File: src/rtl/pla_div4_pkg.sv
// Shared types and constants for the iterative 8/4 restoring divider.
package pla_div4_pkg;

    localparam int unsigned DIVIDEND_W = 8;
    localparam int unsigned DIVISOR_W  = 4;
    localparam int unsigned ITER       = 8;
    localparam int unsigned CNT_W      = 3;
    localparam int unsigned PREM_W     = DIVISOR_W + 1;

    localparam logic [DIVIDEND_W-1:0] DZ_QUOTIENT  = 8'hFF;
    localparam logic [DIVISOR_W-1:0]  DZ_REMAINDER = 4'hF;

    typedef enum logic [1:0] {
        IDLE = 2'd0,
        CALC = 2'd1,
        DONE = 2'd2
    } state_t;

endpackage

File: src/rtl/pla_div4_step.sv
// One restoring-division step: shift in the next dividend bit, trial-subtract
// the divisor and keep the shifted value when the difference goes negative.
module pla_div4_step
    import pla_div4_pkg::*;
(
    input  logic [PREM_W-1:0]    rem_in,
    input  logic                 dividend_bit,
    input  logic [DIVISOR_W-1:0] divisor,
    output logic [PREM_W-1:0]    rem_out_c,
    output logic                 q_bit_c
);

    logic [PREM_W:0] shifted_c;
    logic [PREM_W:0] diff_c;

    // One extra bit on top of the 5-bit partial remainder carries the borrow.
    always_comb begin
        shifted_c = {rem_in, dividend_bit};
        diff_c    = shifted_c - (PREM_W + 1)'(divisor);
        q_bit_c   = ~diff_c[PREM_W];
        rem_out_c = q_bit_c ? diff_c[PREM_W-1:0] : shifted_c[PREM_W-1:0];
    end

endmodule

File: src/rtl/pla_div4.sv
// Iterative restoring divider (8-bit dividend / 4-bit divisor) with a
// valid/ready front and back. Define PLA_DIV4_RANGE_CHK_EN to flag quotients
// wider than 4 bits on ovf; otherwise ovf is tied low.
module pla_div4
    import pla_div4_pkg::*;
(
    input  logic                  clk,
    input  logic                  rst_n,
    input  logic                  in_valid,
    output logic                  in_ready,
    input  logic [DIVIDEND_W-1:0] dividend,
    input  logic [DIVISOR_W-1:0]  divisor,
    output logic                  out_valid,
    input  logic                  out_ready,
    output logic [DIVIDEND_W-1:0] quotient,
    output logic [DIVISOR_W-1:0]  remainder,
    output logic                  dz,
    output logic                  ovf
);

    state_t                state;
    logic [CNT_W-1:0]      cnt;
    logic [DIVIDEND_W-1:0] work_q;
    logic [PREM_W-1:0]     prem_q;
    logic [DIVISOR_W-1:0]  divisor_q;

    logic [PREM_W-1:0]     prem_nxt_c;
    logic                  q_bit_c;
    logic [DIVIDEND_W-1:0] quot_nxt_c;
    logic                  accept_c;
    logic                  last_iter_c;

    pla_div4_step u_step (
        .rem_in       (prem_q),
        .dividend_bit (work_q[DIVIDEND_W-1]),
        .divisor      (divisor_q),
        .rem_out_c    (prem_nxt_c),
        .q_bit_c      (q_bit_c)
    );

    // work_q shifts dividend bits out of the top and quotient bits in at the bottom.
    assign quot_nxt_c  = {work_q[DIVIDEND_W-2:0], q_bit_c};
    assign accept_c    = in_valid & in_ready;
    assign last_iter_c = (cnt == CNT_W'(ITER - 1));

    always_ff @(posedge clk or negedge rst_n) begin
        if (!rst_n) begin
            state     <= IDLE;
            in_ready  <= 1'b1;
            out_valid <= 1'b0;
            cnt       <= '0;
            work_q    <= '0;
            prem_q    <= '0;
            divisor_q <= '0;
            quotient  <= '0;
            remainder <= '0;
            dz        <= 1'b0;
        end else begin
            case (state)
                IDLE: begin
                    if (accept_c) begin
                        in_ready  <= 1'b0;
                        cnt       <= '0;
                        work_q    <= dividend;
                        prem_q    <= '0;
                        divisor_q <= divisor;
                        if (divisor == '0) begin
                            state     <= DONE;
                            quotient  <= DZ_QUOTIENT;
                            remainder <= DZ_REMAINDER;
                            dz        <= 1'b1;
                        end else begin
                            state <= CALC;
                        end
                    end
                end
                CALC: begin
                    cnt    <= cnt + CNT_W'(1);
                    work_q <= quot_nxt_c;
                    prem_q <= prem_nxt_c;
                    if (last_iter_c) begin
                        state     <= DONE;
                        quotient  <= quot_nxt_c;
                        remainder <= prem_nxt_c[DIVISOR_W-1:0];
                        dz        <= 1'b0;
                    end
                end
                DONE: begin
                    // Result registers settle on entry; valid follows one cycle later.
                    if (out_valid && out_ready) begin
                        state     <= IDLE;
                        out_valid <= 1'b0;
                        in_ready  <= 1'b1;
                    end else begin
                        out_valid <= 1'b1;
                    end
                end
                default: begin
                    state     <= IDLE;
                    in_ready  <= 1'b1;
                    out_valid <= 1'b0;
                end
            endcase
        end
    end

`ifdef PLA_DIV4_RANGE_CHK_EN
    logic ovf_q;

    // A quotient above 4 bits means the dividend is not a 4x4 product of this divisor.
    always_ff @(posedge clk or negedge rst_n) begin
        if (!rst_n) begin
            ovf_q <= 1'b0;
        end else if (state == CALC && last_iter_c) begin
            ovf_q <= |quot_nxt_c[DIVIDEND_W-1:DIVISOR_W];
        end else if (state == IDLE && accept_c && divisor == '0) begin
            ovf_q <= 1'b0;
        end
    end

    assign ovf = ovf_q;
`else
    assign ovf = 1'b0;
`endif

endmodule

File: config.mk
export PLATFORM = sky130hd
export DESIGN_NAME = pla_div4
export DESIGN_NICKNAME = d
export VERILOG_FILES = /design/src/rtl/pla_div4_pkg.sv /design/src/rtl/pla_div4_step.sv /design/src/rtl/pla_div4.sv
export SDC_FILE = /design/constraint.sdc
export NUM_CORES = 1
export LEC_CHECK = 0
export CAP_MARGIN = 20
export CORE_MARGIN = 2
export CORE_UTILIZATION = 25
export DETAILED_ROUTE_END_ITERATION = 12
export HOLD_SLACK_MARGIN = 0.1
export REMOVE_ABC_BUFFERS = 1
export SETUP_SLACK_MARGIN = 0.02
export SLEW_MARGIN = 10
export SYNTH_ARGS = -nofsm -noshare
export SYNTH_HDL_FRONTEND = slang
export SYNTH_SLANG_ARGS = --single-unit
File: constraint.sdc
create_clock -name clk -period 4.94 [get_ports clk]
set_clock_uncertainty 0.05 [all_clocks]
set_input_delay 0.494 -clock clk [delete_from_list [all_inputs] [get_ports clk]]
set_output_delay 0.494 -clock clk [all_outputs]
set_load 0.05 [all_outputs]
==> reports/summary.json <==
{
  "drt": {
    "vias": 1386,
    "drt_pre_antenna_iters": 4,
    "finalWirelength_um": 4100,
    "remaining_drc_errors": 0,
    "antenna_violating_nets_post_route": 0,
    "vias_per_cell": 4.56,
    "violation_count_after_the_first_detailed_routing_iteration": 78,
    "post_drt_wl_per_cell_um": 13.5
  },
  "logic_synthesis": {
    "yosys.cell_types.count": 36,
    "synth-edff-count": 0,
    "async_flop_share_pct": 100,
    "synth_top_flop_cell": "sky130_fd_sc_hd__dfrtp_1",
    "ys_top_cells_by_count": "sky130_fd_sc_hd__dfrtp_1 (36), sky130_fd_sc_hd__nand2_1 (30), sky130_fd_sc_hd__o21ai_0 (15)",
    "post_synth_main_area_contributors": "sky130_fd_sc_hd__dfrtp_1 (50%), sky130_fd_sc_hd__nand2_1 (6.2%), sky130_fd_sc_hd__mux2i_1 (5.0%), sky130_fd_sc_hd__ha_1 (4.2%), sky130_fd_sc_hd__o21ai_0 (4.2%)",
    "synth_most_common_cell": "sky130_fd_sc_hd__dfrtp_1",
    "post-synth-top-area-cell": "sky130_fd_sc_hd__dfrtp_1",
    "number_of_warnings_issued_by_yosys": 0,
    "synthesis.area_um2": 1800,
    "ys_seq_elements": 37,
    "post_synth.cell_area_avg_um2": 10.1,
    "cell_count_after_synthesis": 179,
    "synth_top_cell_area_share_pct": 49.9,
    "seq_area_frac_synth_pct": 51.4
  },
  "setup_path": {
    "regToRegStartpoint": "prem_q[0]$_DFFE_PN0P_",
    "cp_slowest_cell": "sky130_fd_sc_hd__dfrtp_1",
    "worstSetupStartpointType": "flop",
    "crit_fanout": 6,
    "setup.worst_path.end_class": "flop",
    "worst_path_largest_cell_delay_ns": 0.44,
    "critical_path_arrival_ns": 2.39,
    "worst-endpoint-required_ns": 5.10,
    "crit_chain": "ha_1 -> or2_1 -> o221a_2 -> o2111ai_4 -> mux2_2 -> a31oi_1",
    "reg2reg_to": "remainder[0]$_DFFE_PN0P_",
    "timing.reg2reg.worst_path_depth": 6,
    "flop_to_flop_setup_slack_ns": 2.71,
    "setup.worst_path.class": "flop to flop"
  },
  "clock_tree": {
    "path_clk_slew_ns": 0.08,
    "cts_inserted_buffers": 5,
    "deepest_level_of_the_cts_h_tree": 2,
    "number_of_sinks_on_the_clock_net": 37,
    "cts.repair.resized": 0,
    "cts_buffer_depth": 2,
    "tritoncts_clock_tree": "yes",
    "post_cts_hold_buffer_count": 0,
    "insertion_delay_ns": 0.29,
    "post_cts_setup_buffer_count": 0,
    "cts_root_buffer": "sky130_fd_sc_hd__clkbuf_8"
  },
  "placed_design": {
    "detailedPlacementHpwl_um": 2820,
    "portBuffers": 30,
    "gpl.final_weighted_congestion": 0.774,
    "dpl.cell_count": 296
  },
  "sta": {
    "fin_crit_sh_pct": 45.1,
    "setup_repair_after_global_routing_missed_its_margin": "no",
    "finalCriticalPeriod_ns": 2.23,
    "maxSlewViolCount": 0,
    "worst-slew-pin-transition_ns": 0.838,
    "maxClockFrequency_ghz": 0.449,
    "finalHoldViolations": 0,
    "totalNegativeSetupSlack_ns": 0,
    "max-slew-margin-rel_pct": 44.1,
    "setup_violations": 0
  },
  "floorplanning": {
    "floorplan.die_area_um2": 7910,
    "die_height_um": 89.0,
    "fp.dieW_um": 89.0,
    "design.core.area_um2": 6910,
    "pin_count": 32,
    "placementRows": 30,
    "initial_core_util_pct": 26.1
  },
  "pwr": {
    "power-per-cell-area_nw_per_um2": 687,
    "leakage_nw": 0.959,
    "ir_worst_vdd_uv": 326
  },
  "run_status": {
    "run_status": "completed"
  },
  "final_layout": {
    "post_route_cells_drive_above_1_share_pct": 8.17,
    "filler_cell_count": 724,
    "final_util_pct": 33.5,
    "multiInputGateArea_um2": 812,
    "antenna_cells": 0,
    "net_count_reported_at_finish": 230,
    "final-seq-area_um2": 927,
    "layoutNonFillerInstCount": 304,
    "synthToLayoutAreaGrowth_pct": 28.4
  },
  "global_route": {
    "global_route.usage.total_pct": 11.6,
    "maximum_number_of_pins_on_one_net_before_global_route_repair": 38,
    "grt_remaining_overflow": 0,
    "grt_pass1_vias": 1402,
    "antenna_found_initial": 0,
    "grt_pass1_wl_um": 6900
  },
  "worst_hold_path": {
    "hold_path.class": "primary input to asynchronous set/reset pin"
  },
  "run": {
    "maxCapViolCount": 0
  }
}
[stage by stage]
stage / hold WS, ns / total power [mW] / area, um2 / worst slack [ns]
2_1_floorplan: 0.148 / 1.09 / 1750 / 0.890
3_3_place_gp: 0.436 / 1.31 / 2200 / 2.64
3_5_place_dp: 0.426 / 1.32 / 2200 / 2.59
4_1_cts: 0.277 / 1.61 / 2320 / 2.71
5_1_grt: 0.312 / 1.71 / 2320 / 2.52
6_report: 0.243 / 1.59 / 2320 / 2.71
[where the power goes]
group          switching (mW)  total (mW)  internal, mW
clock network           0.110       0.274         0.165
registers               0.108       0.540         0.432
logic                   0.464       0.778         0.313
[sequential cells by signal, indices dropped and copies added, names as in the netlist]
register	count
out_valid	1
in_ready	1
work_q	8
dz	1
cnt	3
prem_q	5
state	2
quotient	8
remainder	4
divisor_q	4
[cells by family (layout without fill, tap and decap cells)]
logic type | count (synthesis) | count (layout) | synth area share, %
muxes | 11 | 11 | 6.24
and+or+nand+nor | 54 | 54 | 13.6
buffers and inverters | 19 | 48 | 4.44
adders and majority gates | 7 | 7 | 5.27
DFF | 37 | 37 | 51.4
other | 1 | 1 | 0.208
xor gates and xnor gates | 1 | 1 | 0.486
AOI/OAI and AO/OA | 49 | 49 | 18.4
[cells in the final DEF, fill, tap and decap left out, types with 5 or more instances in the layout]
cell	synthesis	routed
sky130_fd_sc_hd__nor2_1	8	8
sky130_fd_sc_hd__o21ai_0	15	15
sky130_fd_sc_hd__mux2i_1	9	9
sky130_fd_sc_hd__dfrtp_1	36	36
sky130_fd_sc_hd__nand2_1	30	30
sky130_fd_sc_hd__clkdlybuf4s50_1	0	29
sky130_fd_sc_hd__inv_1	8	8
sky130_fd_sc_hd__o22a_1	8	8
sky130_fd_sc_hd__clkbuf_8	0	6
sky130_fd_sc_hd__ha_1	6	6
sky130_fd_sc_hd__a31oi_1	5	5
sky130_fd_sc_hd__a21oi_1	8	8
sky130_fd_sc_hd__o22ai_1	7	7
[final cells by class]
type / instances / share of cell area, %
clock buffers: 7 / 3.73
clock inverters: 1 / 1.30
inverters: 8 / 1.30
multi-input cells: 123 / 35.1
flip-flops and latches: 37 / 40.0
well taps: 96 / 5.19
repair buffers: 32 / 13.4
[critical path, delay by kind of cell (launching register included)]
kind                     cells  cell delay, ns
adder cells (fa/ha/maj)      1            0.24
AND/OR/NAND/NOR              1            0.24
AO/OA/AOI/OAI                3            0.76
flip-flops                   1            0.44
multiplexers                 1            0.40
[worst max path at each step]
stage / startpoint / to / slack, ns / cells after the start
4_1_cts: in_ready$_DFFE_PN1P_ / in_ready / 2.71 / 1
5_1_grt: state[0]$_DFFE_PN0P_ / remainder[3]$_DFFE_PN0P_ / 2.52 / 6
3_3_place_gp: divisor[1] / remainder[3]$_DFFE_PN0P_ / 2.64 / 6
3_5_place_dp: divisor[1] / remainder[3]$_DFFE_PN0P_ / 2.59 / 6
6_report: prem_q[0]$_DFFE_PN0P_ / remainder[0]$_DFFE_PN0P_ / 2.71 / 6
2_1_floorplan: in_ready$_DFFE_PN1P_ / remainder[3]$_DFFE_PN0P_ / 0.89 / 5
[layer usage]
layer	track usage [%]	routed length (um)	vias up
li1	-	-	686
met1	15.8	1980	671
met2	17.4	1890	24
met3	3.69	196	5
met4	4.48	35	0
met5	0	0	-
No activity file was read; power rests on OpenSTA's default activity.
